File: src/rtl/clock_sel_pkg.sv
// Shared types and helpers for the clock-select controller: FSM states,
// settle-counter sizing and the switch-counter saturation value.
package clock_sel_pkg;

    typedef enum logic [1:0] {
        IDLE   = 2'd0,
        GATE   = 2'd1,
        SWITCH = 2'd2
    } clksel_state_e;

    localparam logic [7:0] SWITCH_CNT_MAX = 8'd255;

    // Width needed to count 0 .. cycles-1.
    function automatic int settle_cnt_width(input int cycles);
        return (cycles <= 1) ? 1 : $clog2(cycles);
    endfunction

endpackage

File: src/rtl/clksel_sync_debounce.sv
// Two-flop synchroniser for one asynchronous level, with an optional
// debounce stage that accepts a value only after a run of equal samples.
module clksel_sync_debounce #(
    parameter int DEBOUNCE_CYCLES = 1024,
    parameter bit USE_DEBOUNCE    = 1'b0
) (
    input  logic clk,
    input  logic i_rst_n,
    input  logic i_async,
    output logic o_level
);

    logic r_meta;
    logic r_sync;

    always_ff @(posedge clk or negedge i_rst_n) begin
        if (!i_rst_n) begin
            r_meta <= 1'b0;
            r_sync <= 1'b0;
        end else begin
            r_meta <= i_async;
            r_sync <= r_meta;
        end
    end

    generate
        if (USE_DEBOUNCE && (DEBOUNCE_CYCLES > 0)) begin : g_debounce
            localparam int            CW   = $clog2(DEBOUNCE_CYCLES + 1);
            localparam logic [CW-1:0] LAST = CW'(DEBOUNCE_CYCLES - 1);

            logic [CW-1:0] r_cnt;
            logic          r_last;
            logic          r_stable;

            // r_cnt holds (number of consecutive equal samples - 1)
            always_ff @(posedge clk or negedge i_rst_n) begin
                if (!i_rst_n) begin
                    r_cnt    <= '0;
                    r_last   <= 1'b0;
                    r_stable <= 1'b0;
                end else if (r_sync != r_last) begin
                    r_last <= r_sync;
                    r_cnt  <= '0;
                end else if (r_cnt == LAST) begin
                    r_stable <= r_last;
                end else begin
                    r_cnt <= r_cnt + 1'b1;
                end
            end

            assign o_level = r_stable;
        end else begin : g_direct
            assign o_level = r_sync;
        end
    endgenerate

endmodule

File: src/rtl/clock_sel_ctrl.sv
// Sequenced gate/switch/ungate controller for the clock mux select and output enables.
// Optional DIP debounce is enabled by defining CLKSEL_DIP_DEBOUNCE_EN.
module clock_sel_ctrl
    import clock_sel_pkg::*;
#(
    parameter int NUM_SRC         = 4,
    parameter int SRC_W           = $clog2(NUM_SRC),
    parameter int NUM_OUT         = 2,
    parameter int DEFAULT_SRC     = 0,
    parameter int SETTLE_CYCLES   = 8,
    parameter int DEBOUNCE_CYCLES = 1024
) (
    input  logic               usb_clk,
    input  logic               I_rst_n,
    input  logic               I_reg_mode,
    input  logic [SRC_W-1:0]   I_reg_src,
    input  logic [NUM_OUT-1:0] I_reg_out_en,
    input  logic [SRC_W-1:0]   I_dip_src,
    input  logic [NUM_OUT-1:0] I_dip_out_en,
    input  logic [NUM_SRC-1:0] I_src_valid,
    input  logic               I_err_clr,
    output logic [SRC_W-1:0]   O_mux_sel,
    output logic [NUM_OUT-1:0] O_out_en,
    output logic               O_busy,
    output logic               O_err_invalid,
    output logic [7:0]         O_switch_cnt
);

`ifdef CLKSEL_DIP_DEBOUNCE_EN
    localparam bit DIP_DEBOUNCE = 1'b1;
`else
    localparam bit DIP_DEBOUNCE = 1'b0;
`endif

    localparam int               CNT_W       = settle_cnt_width(SETTLE_CYCLES);
    localparam logic [CNT_W-1:0] SETTLE_LAST = CNT_W'(SETTLE_CYCLES - 1);

    logic [SRC_W-1:0]   w_dip_src;
    logic [NUM_OUT-1:0] w_dip_out_en;
    logic [NUM_SRC-1:0] w_valid;

    genvar gi;
    generate
        for (gi = 0; gi < SRC_W; gi++) begin : g_dip_src
            clksel_sync_debounce #(.DEBOUNCE_CYCLES(DEBOUNCE_CYCLES), .USE_DEBOUNCE(DIP_DEBOUNCE)) u_sync (
                .clk(usb_clk), .i_rst_n(I_rst_n), .i_async(I_dip_src[gi]), .o_level(w_dip_src[gi]));
        end
        for (gi = 0; gi < NUM_OUT; gi++) begin : g_dip_en
            clksel_sync_debounce #(.DEBOUNCE_CYCLES(DEBOUNCE_CYCLES), .USE_DEBOUNCE(DIP_DEBOUNCE)) u_sync (
                .clk(usb_clk), .i_rst_n(I_rst_n), .i_async(I_dip_out_en[gi]), .o_level(w_dip_out_en[gi]));
        end
        for (gi = 0; gi < NUM_SRC; gi++) begin : g_valid
            clksel_sync_debounce #(.DEBOUNCE_CYCLES(DEBOUNCE_CYCLES), .USE_DEBOUNCE(1'b0)) u_sync (
                .clk(usb_clk), .i_rst_n(I_rst_n), .i_async(I_src_valid[gi]), .o_level(w_valid[gi]));
        end
    endgenerate

    logic [SRC_W-1:0]   r_req_src,    w_req_src_next;
    logic [NUM_OUT-1:0] r_req_en,     w_req_en_next;
    clksel_state_e      r_state,      w_state_next;
    logic [CNT_W-1:0]   r_cnt,        w_cnt_next;
    logic [SRC_W-1:0]   r_tgt,        w_tgt_next;
    logic [SRC_W-1:0]   r_mux_sel,    w_mux_sel_next;
    logic [NUM_OUT-1:0] r_out_en,     w_out_en_next;
    logic               r_busy,       w_busy_next;
    logic               r_err,        w_err_next;
    logic [7:0]         r_switch_cnt, w_switch_cnt_next;
    logic               w_req_ok;
    logic               w_tgt_ok;

    assign w_req_src_next = I_reg_mode ? I_reg_src    : w_dip_src;
    assign w_req_en_next  = I_reg_mode ? I_reg_out_en : w_dip_out_en;

    // Out-of-range selects never match a loop index, so they read as invalid.
    always_comb begin
        w_req_ok = 1'b0;
        w_tgt_ok = 1'b0;
        for (int i = 0; i < NUM_SRC; i++) begin
            if (r_req_src == SRC_W'(i)) w_req_ok = w_valid[i];
            if (r_tgt == SRC_W'(i))     w_tgt_ok = w_valid[i];
        end
    end

    always_comb begin
        w_state_next      = r_state;
        w_cnt_next        = r_cnt;
        w_tgt_next        = r_tgt;
        w_mux_sel_next    = r_mux_sel;
        w_out_en_next     = r_out_en;
        w_busy_next       = r_busy;
        w_err_next        = r_err & ~I_err_clr;
        w_switch_cnt_next = r_switch_cnt;
        case (r_state)
            IDLE: begin
                w_out_en_next = r_req_en;
                if (r_req_src != r_mux_sel) begin
                    if (!w_req_ok) begin
                        w_err_next = 1'b1;
                    end else begin
                        w_tgt_next    = r_req_src;
                        w_out_en_next = '0;
                        w_busy_next   = 1'b1;
                        w_cnt_next    = '0;
                        w_state_next  = GATE;
                    end
                end
            end
            GATE: begin
                // Target vanished before the mux moved: back out without switching.
                if (!w_tgt_ok) begin
                    w_out_en_next = r_req_en;
                    w_busy_next   = 1'b0;
                    w_err_next    = 1'b1;
                    w_state_next  = IDLE;
                end else if (r_cnt == SETTLE_LAST) begin
                    w_mux_sel_next = r_tgt;
                    w_cnt_next     = '0;
                    w_state_next   = SWITCH;
                end else begin
                    w_cnt_next = r_cnt + 1'b1;
                end
            end
            SWITCH: begin
                if (r_cnt == SETTLE_LAST) begin
                    w_out_en_next = r_req_en;
                    w_busy_next   = 1'b0;
                    if (r_switch_cnt != SWITCH_CNT_MAX) w_switch_cnt_next = r_switch_cnt + 8'd1;
                    w_state_next  = IDLE;
                end else begin
                    w_cnt_next = r_cnt + 1'b1;
                end
            end
            default: w_state_next = IDLE;
        endcase
    end

    always_ff @(posedge usb_clk or negedge I_rst_n) begin
        if (!I_rst_n) begin
            r_req_src    <= SRC_W'(DEFAULT_SRC);
            r_req_en     <= '0;
            r_state      <= IDLE;
            r_cnt        <= '0;
            r_tgt        <= SRC_W'(DEFAULT_SRC);
            r_mux_sel    <= SRC_W'(DEFAULT_SRC);
            r_out_en     <= '0;
            r_busy       <= 1'b0;
            r_err        <= 1'b0;
            r_switch_cnt <= '0;
        end else begin
            r_req_src    <= w_req_src_next;
            r_req_en     <= w_req_en_next;
            r_state      <= w_state_next;
            r_cnt        <= w_cnt_next;
            r_tgt        <= w_tgt_next;
            r_mux_sel    <= w_mux_sel_next;
            r_out_en     <= w_out_en_next;
            r_busy       <= w_busy_next;
            r_err        <= w_err_next;
            r_switch_cnt <= w_switch_cnt_next;
        end
    end

    assign O_mux_sel     = r_mux_sel;
    assign O_out_en      = r_out_en;
    assign O_busy        = r_busy;
    assign O_err_invalid = r_err;
    assign O_switch_cnt  = r_switch_cnt;

endmodule

File: config.mk
export PLATFORM = sky130hd
export DESIGN_NAME = clock_sel_ctrl
export DESIGN_NICKNAME = d
export VERILOG_FILES = /design/src/rtl/clock_sel_pkg.sv /design/src/rtl/clksel_sync_debounce.sv /design/src/rtl/clock_sel_ctrl.sv
export SDC_FILE = /design/constraint.sdc
export NUM_CORES = 1
export LEC_CHECK = 0
export CORE_AREA = 5 5 72 74
export CTS_BUF_LIST = sky130_fd_sc_hd__clkbuf_8
export CTS_CLUSTER_SIZE = 30
export DETAILED_ROUTE_END_ITERATION = 10
export DIE_AREA = 0 0 77 79
export DONT_BUFFER_PORTS = 1
export PLACE_DENSITY = 0.57
export SETUP_SLACK_MARGIN = 0.2
export SYNTH_ARGS = -nofsm -noshare
export SYNTH_HDL_FRONTEND = slang
export SYNTH_HIERARCHICAL = 1
export SYNTH_SLANG_ARGS = --single-unit
File: constraint.sdc
create_clock -name usb_clk -period 2.6 [get_ports usb_clk]
set_clock_uncertainty 0.05 [all_clocks]
set_input_delay 0.26 -clock usb_clk [delete_from_list [all_inputs] [get_ports usb_clk]]
set_output_delay 0.26 -clock usb_clk [all_outputs]
set_load 0.02 [all_outputs]
==> summary.txt, run 1 <==
Setup path
  – Worst Path Buf+Inv: 0
  – CP peak stage delay: between 500 and 600 ps
  – RR Startpoint: r_tgt[1]
  – Critical path's slowest cell: mux4_2
  – CP Capture Type: flop
  – Crit-path max FO: 5
  – CP Cell Sequence: mux4_2 > a211o_1 > nor3_2 > mux2_1
  – Arrival @ worst endpoint: between 2000 and 2500 ps
  – Top delay family on crit path: multiplexers
  – Critical path launch point: r_tgt[1]
  – Critical setup path kind: reg2reg
  – Worst path required time: between 2000 and 3000 ps
  – Critical path launch point type: flop

STA
  – Worst hold slack: 71.7 ps
  – # setup viols final: 0
  – Setup tns final: 0 ps
  – RSZ-0062 raised after global routing: no
  – Final hold violation count: 0
  – Measured slew at the worst slew-check pin: 620 ps
  – Crit share post-route: 80.0%
  – Slew Limit Headroom: 58.6%
  – Pins Over Slew Limit: 0
  – Fmax: 0.480 GHz
  – Final min period: between 2000 and 2500 ps

Synthesis
  – Compound-Gate Fraction of Synth Area: about 6.9%
  – XOR/XNOR share of the synthesized area: 4.54%
  – Cell count after synthesis: 132
  – Post-synthesis mux area share: 13.5%
  – Syn nets: 155
  – Seq cells post-synth: between 40 and 50
  – Syn_area_per_cell: 13.1 um2
  – Post-synthesis simple-gate area fraction: 8.94%
  – Register area share after synthesis: 59.1%
  – Synth Cell Area: 1740 um2
  – Post-Synth Adder-Cell Area: 5.05%
  – Synth warn: 6
  – Post-synth cell types: 29
  – Largest family of logic cells by synthesized area: multiplexers

Power and ir drop
  – Worst vdd ir: 324 uV
  – Power Density: 814 nW/um2
  – Pleak: 0.926 nW

Global routing
  – First-pass GRT wire length: 5.47 mm
  – Initial antenna violation count: 0
  – Total Routing Usage GR: 11.2%
  – Pin count of the biggest net entering global routing: 42
  – GR Overflow Total: 0
  – Vias in the first global route: 1180

CTS
  – Num CTS Buffers: 5
  – Clock Sinks: 41
  – Clk root buf: clkbuf_8
  – CTS clk-pin slew, worst paths: 80 ps
  – H-tree Lvls: 2
  – Skew-Pair Late Insertion Delay: 280 ps
  – CTS tree: yes
  – Clk buf depth: 2
  – CTS resizes: 0

Finish
  – Fraction of layout cells with a size suffix above 1: 18.8%
  – # diodes: 0
  – Area growth syn-to-layout: 14.9%
  – Multi-input logic area: 676 um2
  – Final-layout fill cell count: approximately 430
  – NumNets Final: approximately 170
  – Sequential Area: 1030 um2

Hold path
  – Worst Hold Class: in2reg
  – Hold path start: I_reg_out_en[1]

Floorplan
  – Initial Util: between 30% and 40%
  – Core area: about 4500 um2
  – # IOs: 30
  – Num rows: 25
  – Die height: 79 um
  – Die footprint: roughly 6100 um2
  – Die Wd: 77 um

Placed design
  – Detailed Place HPWL: ~2.3 mm
  – GP Congestion: around 0.84
  – Count of input and output buffers: 0

Route
  – Final wirelength: about 3.0 mm
  – WL/cell: 14.9 um
  – 1st-pass router iterations: 4
  – Routed vias/inst: between 5 and 6
  – Routed vias: roughly 1100
  – Initial DRC Count: 58
  – Detailed-route DRC error count: 0
  – Antenna viol nets, final: 0

Status
  – Status: completed

Flow run
  – Total of max-cap violations: 0
[Yosys cell counts]
master	instances	area [um2]
a211o_1	1	8.76
a21oi_1	4	20.0
a22o_1	2	17.5
a31oi_1	3	18.8
dfrtp_1	41	1030
ha_1	7	87.6
inv_1	9	33.8
mux2_1	1	11.3
mux2_2	16	180
mux2i_1	2	20.0
mux4_2	1	22.5
nand2_1	6	22.5
nand2b_1	2	12.5
nand3_1	6	30.0
nor2_1	5	18.8
nor2b_1	2	12.5
nor3_1	3	15.0
nor3_2	1	10.0
nor4_1	1	6.26
nor4b_2	1	15.0
o211ai_1	1	7.51
o21ai_0	2	10.0
o22a_1	1	8.76
o22ai_1	2	12.5
o311ai_2	1	16.3
or2_2	1	6.26
or3_1	1	6.26
xnor2_1	2	17.5
xor2_1	7	61.3
[power breakdown]
part | switching [mW] | internal, mW
sequential | 0.109 | 0.725
combinational | 0.201 | 0.209
clock | 0.198 | 0.182
total | 0.508 | 1.12
[flip-flops by register name, indices dropped and copies added (netlist names)]
signal / count
O_busy: 1
O_err_invalid: 1
O_mux_sel: 2
O_out_en: 2
O_switch_cnt: 8
g_dip_en.u_sync/o_level: 2
g_dip_en.u_sync/r_meta: 2
g_dip_src.u_sync/o_level: 2
g_dip_src.u_sync/r_meta: 2
g_valid.u_sync/o_level: 4
g_valid.u_sync/r_meta: 4
r_cnt: 3
r_req_en: 2
r_req_src: 2
r_state: 2
r_tgt: 2
[metrics by stage]
step / total power [mW] / util (%) / area (um2) / setup WS, ps / cells
floorplan: 1.15 / - / 1740 / 633 / 132
global placement: 1.22 / 39.8 / 1800 / 576 / 186
detailed placement: 1.24 / 39.8 / 1800 / 525 / 186
CTS: 1.65 / 44.0 / 1990 / 509 / 203
global route: 1.75 / 44.0 / 1990 / 394 / 203
finish: 1.62 / 44.0 / 1990 / 519 / 203
[area by class of cell]
cell class / instances / area share, %
sequential: 41 / 51.4
multi-input combinational: 82 / 33.9
timing repair buffer: 10 / 5.52
clock buffer: 5 / 3.45
tap: 54 / 3.39
inverter: 9 / 1.69
clock inverter: 2 / 0.627
[cell families (layout without fill, tap and decap cells)]
family                   after synthesis  count (layout)
adder cells (fa/ha/maj)                7               7
AND/OR/NAND/NOR                       29              29
buffers and inverters                  9              26
multiplexers                          20              20
XOR/XNOR                               9               9
AO/OA/AOI/OAI                         17              17
flip-flops                            41              41
[metal layers]
layer  track usage [%]  vias up  wire length (um)
li1                  -      493                 -
met1              13.4      535              1230
met2              18.3       23              1570
met3              4.20        2               194
met4              4.12        0                22
met5                 0        -                 0
[path summary, 6_finish.rpt]
path / to / slack (ps) / cells after the start
hold / removal: r_req_en[1] / 70 / 1
setup reg to reg: O_busy / 520 / 4
hold reg to reg: g_valid[2].u_sync/o_level / 300 / 0
min in group asynchronous: r_tgt[1] / 370 / 2
setup / recovery: O_busy / 520 / 4
max in group asynchronous: g_valid[3].u_sync/r_meta / 1910 / 2
[placed cells by master (no fill, tap or decap), types with 2 or more instances in the layout]
master,instances
xor2_1,7
mux2_2,16
a21oi_1,4
xnor2_1,2
nor2b_1,2
dfrtp_1,41
dlygate4sd3_1,9
a31oi_1,3
ha_1,7
mux2i_1,2
nor3_1,3
nor2_1,5
nand3_1,6
o22ai_1,2
nand2b_1,2
o21ai_0,2
a22o_1,2
nand2_1,6
clkbuf_8,5
inv_1,10
[repair_timing]
action | CTS | global route
buffers inserted | 0 | 0
hold buffers | 10 | 0
hold endpoints to repair | 49 | 0
Power figures use the tool's default switching activity.
==> run 2: changes to the inputs <==
--- a/config.mk
+++ b/config.mk
@@ -5,13 +5,14 @@
 export SDC_FILE = /design/constraint.sdc
 export NUM_CORES = 1
 export LEC_CHECK = 0
-export CORE_AREA = 5 5 72 74
+export ABC_AREA = 1
+export CORE_AREA = 5 5 74 76
 export CTS_BUF_LIST = sky130_fd_sc_hd__clkbuf_8
 export CTS_CLUSTER_SIZE = 30
 export DETAILED_ROUTE_END_ITERATION = 10
-export DIE_AREA = 0 0 77 79
+export DIE_AREA = 0 0 79 81
 export DONT_BUFFER_PORTS = 1
-export PLACE_DENSITY = 0.57
+export PLACE_DENSITY = 0.59
 export SETUP_SLACK_MARGIN = 0.2
 export SYNTH_ARGS = -nofsm -noshare
 export SYNTH_HDL_FRONTEND = slang
==> constraint.sdc (replaced) <==
create_clock -name usb_clk -period 1.75 [get_ports usb_clk]
set_clock_uncertainty 0.05 [all_clocks]
set_input_delay 0.175 -clock usb_clk [delete_from_list [all_inputs] [get_ports usb_clk]]
set_output_delay 0.175 -clock usb_clk [all_outputs]
set_load 0.02 [all_outputs]
==> run 2 against run 1 <==
- sequential share of layout area fell by 6.2 points
- via count rose by 27%
- wire length rose by 21%
- synthesized cell count rose by 45%
- sequential cell count stayed put
- clock-buffer cell count stayed put
- critical path depth up 6
- combinational power up 55%
- critical endpoint is now r_cnt[0]
==> summary.txt, run 2 <==
CTS
  – Clock Sinks: 41 (unchanged)
  – H-tree Lvls: 2 (unchanged)
  – Num CTS Buffers: 5 (unchanged)
  – CTS tree: yes
  – CTS clk-pin slew, worst paths: 80 ps (about the same)
  – Clk buf depth: 2 (unchanged)
  – Clk root buf: clkbuf_8
  – Skew-Pair Late Insertion Delay: 300 ps (+20 ps)

Setup path
  – Critical path launch point type: flop
  – Worst path required time: 1890 ps (-830 ps)
  – CP peak stage delay: 400 ps (-180 ps)
  – Critical path launch point: r_cnt[1]
  – R2r endpoint: r_cnt[0]
  – RR Startpoint: r_cnt[1]
  – Worst Path Buf+Inv: 2 (+2)
  – Top delay family on crit path: simple AND/OR/NAND/NOR gates
  – CP Capture Type: flop
  – R2R Setup Slk: 290 ps (-230 ps)
  – Crit-path max FO: 4 (-1)
  – Critical path's slowest cell: dfrtp_1
  – Arrival @ worst endpoint: 1600 ps (-600 ps)
  – Most common cell on crit path: nand2_1
  – R2R depth: 10 (+6)
  – CP Cell Sequence: ha_2 > ha_4 > nand2_2 > inv_2 > nor2_1 > nand2_1 > inv_2 > nand3_2 > nand2_1 > nand2_1
  – Critical setup path kind: reg2reg

Synthesis
  – Post-synth EDFFs: 0 (unchanged)
  – Compound-Gate Fraction of Synth Area: 3.74% (-3.2 points)
  – Count leader, synth: nand2_1
  – Seq cells post-synth: 41 (unchanged)
  – Post-synthesis simple-gate area fraction: 23.9% (+15 points)
  – Post-synth top area share: 56.9% (-2.3 points)
  – Synth Cell Area: 1800 um2 (+4.0%)
  – Post-synth ARST share: 100% (unchanged)
  – Register area share after synthesis: 56.9% (-2.3 points)
  – Largest cells by area after synthesis: dfrtp_1, nand2_1, ha_1, inv_1, nand3_1
  – XOR/XNOR share of the synthesized area: 2.91% (-1.6 points)
  – Synth warn: 6 (unchanged)
  – Leading area contributor after synthesis: dfrtp_1
  – Main synth FF type: dfrtp_1
  – Syn_area_per_cell: 9.45 um2 (-28%)
  – Post-Synth Adder-Cell Area: 4.85% (-0.19 points)
  – Post-synth cell types: 22 (-24%)
  – Largest family of logic cells by synthesized area: simple AND/OR/NAND/NOR gates
  – Syn nets: 214 (+38%)
  – Post-synthesis mux area share: 2.50% (-11 points)
  – Cell count after synthesis: 191 (+45%)
  – Top cells by count, synth: nand2_1, dfrtp_1, inv_1, nand3_1, o21ai_0

STA
  – Final hold violation count: 0 (unchanged)
  – Slew Limit Headroom: 76.7% (+18 points)
  – Final min period: 1460 ps (-623 ps)
  – RSZ-0062 raised after global routing: no
  – Fmax: 0.686 GHz (+43%)
  – Crit share post-route: 83.4% (+3.3 points)
  – # setup viols final: 0 (unchanged)
  – Measured slew at the worst slew-check pin: 349 ps (-271 ps)
  – Setup tns final: 0 ps (unchanged)
  – Pins Over Slew Limit: 0 (unchanged)

Finish
  – Commonest non-fill, non-tap cell in the layout: nand2_1
  – Largest register FFs: 8 (unchanged)
  – Fraction of layout cells with a size suffix above 1: 18.9% (+0.15 points)
  – Area growth syn-to-layout: 25.6%
  – Final-layout fill cell count: 441 (+2.3%)
  – Layout Cells excl Fill: 281 (+38%)
  – NumNets Final: 249 (+45%)
  – # diodes: 0 (unchanged)
  – Commonest non-fill, non-tap cells in the layout: nand2_1, dfrtp_1, inv_1, dlygate4sd3_1, nand3_1
  – Final Util: 48.6% (+4.6 points)

Placed design
  – Detailed Place HPWL: 2.55 mm (+12%)
  – Count of input and output buffers: 0 (unchanged)
  – GP Congestion: 0.829 (-1.7%)
  – Placed Cells incl. Taps: 251 (+35%)

Global routing
  – Vias in the first global route: 1330 (+13%)
  – GR Overflow Total: 0 (unchanged)
  – Pin count of the biggest net entering global routing: 42 (unchanged)
  – Initial antenna violation count: 0 (unchanged)
  – First-pass GRT wire length: 6.26 mm (+14%)
  – Total Routing Usage GR: 13.0% (+1.9 points)

Route
  – Detailed-route DRC error count: 0 (unchanged)
  – Initial DRC Count: 82 (+41%)
  – Antenna viol nets, final: 0 (unchanged)
  – WL/cell: 13.0 um (-13%)
  – Routed vias: 1337 (+27%)
  – Routed vias/inst: 4.76 (-8.3%)
  – Final wirelength: 3.64 mm (+21%)
  – 1st-pass router iterations: 4 (unchanged)

Floorplan
  – Die footprint: 6400 um2 (+5.2%)
  – Die height: 81 um (+2.5%)
  – Die Wd: 79 um (+2.6%)
  – Num rows: 25 (unchanged)
  – # IOs: 30 (unchanged)
  – Initial Util: 38.7% (+0.45 points)
  – Core area: 4660 um2 (+2.8%)

Status
  – Status: completed

Power and ir drop
  – Worst vdd ir: 526 uV (+62%)
  – Pleak: 1.12 nW (+21%)
  – Power Density: 1100 nW/um2 (+35%)

Hold path
  – Worst Hold Class: in2async

Flow run
  – Total of max-cap violations: 0 (unchanged)
## run 2: cell types whose count changed after synthesis, sizes merged, moves of 3 or more
cell   before  now
inv         9   22
nand4       0    4
nor2        5    9
xor2        7    1
nand2       6   66
nand3       6   15
a31oi       3    0
mux2       17    4
o21ai       2   11
a21oi       4    1
xnor2       2    5
## run 2: how the worst max path moves through the flow
stage | slack, ps | cells after the start | endpoint
after floorplan | 260 | 7 | O_switch_cnt[6]
after global placement | 190 | 10 | r_cnt[0]
after detailed placement | 190 | 10 | r_cnt[0]
after CTS | 220 | 10 | r_cnt[0]
after global routing | 170 | 8 | O_switch_cnt[1]
final | 290 | 10 | r_cnt[0]
## run 2: logic make-up after synthesis
| kind of cell | Yosys count |
|---|---|
| flip-flops | 41 |
| AND/OR/NAND/NOR | 97 |
| adder cells (fa/ha/maj) | 7 |
| AO/OA/AOI/OAI | 13 |
| buffers and inverters | 23 |
| XOR/XNOR | 6 |
| multiplexers | 4 |
## run 2: final cells by class
cell class                 count  area (um2)  share of cell area (%)
timing repair buffer          29         275                    12.1
clock inverter                 3        21.3                   0.939
clock buffer                   5        68.8                    3.04
inverter                      22        82.6                    3.64
multi-input combinational    127         724                    32.0
tap                           54        67.6                    2.98
sequential                    41        1030                    45.3
## run 2: repair_timing
item                                    CTS  global route
hold buffers                             19             0
gates resized for setup                   1            12
endpoints found under the setup margin    3            12
setup buffers                             1             2
pin swaps                                 0             5
endpoints found under the hold margin    54             0
## run 2: through the flow
stage / setup WS, ps / hold WS (ps) / total power [mW] / cell area, um2
6_report: 291 / 270 / 2.49 / 2270
2_1_floorplan: 264 / -171 / 1.62 / 1800
3_5_place_dp: 188 / -169 / 1.76 / 1910
3_3_place_gp: 192 / -169 / 1.74 / 1910
5_1_grt: 170 / 290 / 2.66 / 2270
4_1_cts: 223 / 277 / 2.48 / 2220
## run 2: layer usage
| layer | part of all wire (%) | global-route usage, % |
|---|---|---|
| met1 | 45 | 16.3 |
| met5 | 0 | 0 |
| met4 | 3.2 | 8.25 |
| met2 | 46 | 19.6 |
| met3 | 5.9 | 4.10 |
## run 2: worst reg2reg max path, stage by stage, from the launching register on
cell and delay (ps):
dfrtp_1 400, ha_2 210, ha_4 160, nand2_2 60, inv_2 40, nor2_1 70
nand2_1 70, inv_2 80, nand3_2 80, nand2_1 80, nand2_1 50
## run 2: power by group
part	switching (mW)	leakage, nW	internal (mW)	total [mW]
Sequential	0.153	0.513	1.07	1.22
Clock	0.350	0.0445	0.283	0.632
Combinational	0.385	0.558	0.249	0.634
Total	0.888	1.12	1.60	2.49
==> run 3: changes to the inputs <==
--- a/config.mk
+++ b/config.mk
@@ -5,12 +5,12 @@
 export SDC_FILE = /design/constraint.sdc
 export NUM_CORES = 1
 export LEC_CHECK = 0
-export ABC_AREA = 1
-export CORE_AREA = 5 5 74 76
+export ABC_AREA = 0
+export CORE_AREA = 5 5 72 74
 export CTS_BUF_LIST = sky130_fd_sc_hd__clkbuf_8
 export CTS_CLUSTER_SIZE = 30
 export DETAILED_ROUTE_END_ITERATION = 10
-export DIE_AREA = 0 0 79 81
+export DIE_AREA = 0 0 77 79
 export DONT_BUFFER_PORTS = 1
 export PLACE_DENSITY = 0.59
 export SETUP_SLACK_MARGIN = 0.2
==> constraint.sdc (replaced) <==
create_clock -name usb_clk -period 1.3 [get_ports usb_clk]
set_clock_uncertainty 0.05 [all_clocks]
set_input_delay 0.13 -clock usb_clk [delete_from_list [all_inputs] [get_ports usb_clk]]
set_output_delay 0.13 -clock usb_clk [all_outputs]
set_load 0.02 [all_outputs]
==> run 3 against run 2 <==
- the run now ends with hold timing, setup timing left
- wire length is 2.5% higher
- clock-buffer cell count did not move
- utilization rose by 12 points
- largest power group is now combinational cells
==> summary.txt, run 3 (synthesis gave the netlist of run 1 again) <==
CTS
  – Clk buf depth: 2 (unchanged)
  – Clock Sinks: 41 (unchanged)
  – H-tree Lvls: 2 (unchanged)
  – Clk root buf: clkbuf_8
  – Skew-Pair Late Insertion Delay: 290 ps (about the same)
  – Post-CTS Hold Buffers: 14 (-5)
  – CTS clk-pin slew, worst paths: 80 ps (about the same)
  – Num CTS Buffers: 5 (unchanged)
  – CTS tree: yes

Placed design
  – GP Congestion: 0.787 (-5.1%)
  – Detailed Place HPWL: 2.50 mm (-2.0%)
  – Cell Area, Placed: 2160 um2 (+13%)
  – Count of input and output buffers: 0 (unchanged)

Route
  – Routed vias: 1207 (-9.7%)
  – Routed vias/inst: 4.87 (+2.3%)
  – 1st-pass router iterations: 4 (unchanged)
  – Initial DRC Count: 26 (-68%)
  – Final wirelength: 3.73 mm (+2.5%)
  – Detailed-route DRC error count: 0 (unchanged)
  – WL/cell: 15.0 um (+16%)
  – Antenna viol nets, final: 0 (unchanged)

Power and ir drop
  – Worst vdd ir: 716 uV (+36%)
  – Pleak: 1.29 nW (+15%)
  – Power Density: 1680 nW/um2 (+53%)

Setup path
  – Arrival @ worst endpoint: 1990 ps (+390 ps)
  – R2r endpoint: O_busy
  – R2R Setup Slk: -560 ps (-850 ps)
  – R2R depth: 4 (-6)
  – Critical setup path kind: reg2reg
  – CP Capture Type: flop
  – Critical path launch point type: flop
  – Crit-path max FO: 3 (-1)
  – Worst path required time: 1430 ps (-460 ps)
  – RR Startpoint: r_tgt[1]

Global routing
  – First-pass GRT wire length: 6.20 mm (-0.88%)
  – Total Routing Usage GR: 12.9% (-0.19 points)
  – Vias in the first global route: 1281 (-3.7%)
  – Pin count of the biggest net entering global routing: 42 (unchanged)
  – GR Overflow Total: 0 (unchanged)
  – Initial antenna violation count: 0 (unchanged)

Finish
  – Non-Filler Cell Area, Final: 2760 um2 (+22%)
  – NumNets Final: 216 (-13%)
  – Commonest non-fill, non-tap cells in the layout: dfrtp_1, buf_4, dlygate4sd3_1, mux2_4, buf_6
  – Commonest non-fill, non-tap cell in the layout: dfrtp_1
  – # diodes: 0 (unchanged)
  – Largest register FFs: 8 (unchanged)
  – Fraction of layout cells with a size suffix above 1: 58.2% (+39 points)
  – Area growth syn-to-layout: 59.2%

Floorplan
  – Die height: 79 um (-2.5%)
  – Die Wd: 77 um (-2.5%)
  – Die footprint: 6080 um2 (-4.9%)
  – Initial Util: 38.3% (-0.45 points)
  – # IOs: 30 (unchanged)
  – Num rows: 25 (unchanged)
  – Core area: 4540 um2 (-2.7%)

Hold path
  – Worst Hold Class: in2async

STA
  – Final min period: 1860 ps (+400 ps)
  – Measured slew at the worst slew-check pin: 313 ps (-35.9 ps)
  – Crit share post-route: 143% (+60 points)
  – Slew Limit Headroom: 79.1% (+2.3 points)
  – Setup tns final: -7590 ps (-7590 ps)
  – # setup viols final: 21 (+21)
  – Fmax: 0.538 GHz (-22%)
  – Worst hold slack: -525 ps (-795 ps)
  – RSZ-0062 raised after global routing: yes
  – Pins Over Slew Limit: 0 (unchanged)
  – PnR worst setup slack: -558 ps (-850 ps)
  – Final hold violation count: 41 (+41)

Flow run
  – Total of max-cap violations: 0 (unchanged)

Status
  – Failing checks: hold timing, setup timing
  – Status: complete, but fails checks
[run 3: cell types whose count changed in the layout (fill, tap and decap cells not counted), sizes merged, moves of 3 or more]
cell	previous run	this run
nand2	66	6
buf	11	40
inv	23	10
mux2	4	17
nand3	15	6
o21ai	11	2
xor2	1	7
dlygate4sd3	18	14
nand4	4	0
nor2	9	5
a21oi	1	4
a31oi	0	3
xnor2	5	2
[run 3: layout make-up]
cell class              instances  area (um2)
well taps                      54        67.6
flip-flops and latches         41        1040
clock inverters                 3        68.8
fillers                       323        1770
multi-input cells              82         990
clock buffers                   5        68.8
repair buffers                 54         494
inverters                       9        36.3
[run 3: worst max-delay path, cell delays in order (launching register included)]
cell and delay [ps]:
dfrtp_1 390, mux4_2 540, a211o_1 300, nor3_2 140, mux2_4 320
[run 3: worst max-delay path by stage]
stage	slack [ps]	cells after the start	start	endpoint
after global routing	-630	4	r_tgt[1]	O_busy
after floorplan	-560	4	r_tgt[1]	O_busy
after CTS	-550	4	r_tgt[1]	O_busy
final	-560	4	r_tgt[1]	O_busy
after detailed placement	-560	5	r_cnt[0]	r_cnt[1]
after global placement	-510	5	r_cnt[0]	r_cnt[0]
[run 3: routing by layer]
metal  wire length (um)  global-route usage (%)  up-vias
met5                  0                       0        -
met4                 32                    4.47        0
met3                100                    3.51        4
met2               2030                    22.2       12
met1               1570                    15.4      611
li1                   -                       -      580
[run 3: power by group]
part	switching, mW	internal [mW]
combinational	0.710	1.02
sequential	0.242	1.45
clock	0.448	0.773
total	1.40	3.24
[run 3: metrics by stage]
stage / utilization [%] / hold WS [ps] / cells / power [mW] / setup slack [ps]
floorplan: - / -216 / 132 / 2.37 / -564
global route: 60.9 / -558 / 248 / 4.90 / -632
global placement: 47.6 / -215 / 220 / 2.79 / -510
CTS: 56.2 / -538 / 244 / 4.36 / -553
detailed placement: 47.6 / -215 / 220 / 2.83 / -562
finish: 60.9 / -525 / 248 / 4.64 / -558
[run 3: repair_timing]
item | 4_1_cts | 5_1_grt
endpoints found under the setup margin | 21 | 23
pin swaps | 8 | 13
hold endpoints to repair | 54 | 41
buffers inserted | 2 | 4
cloned | 0 | 0
resized for setup | 21 | 36
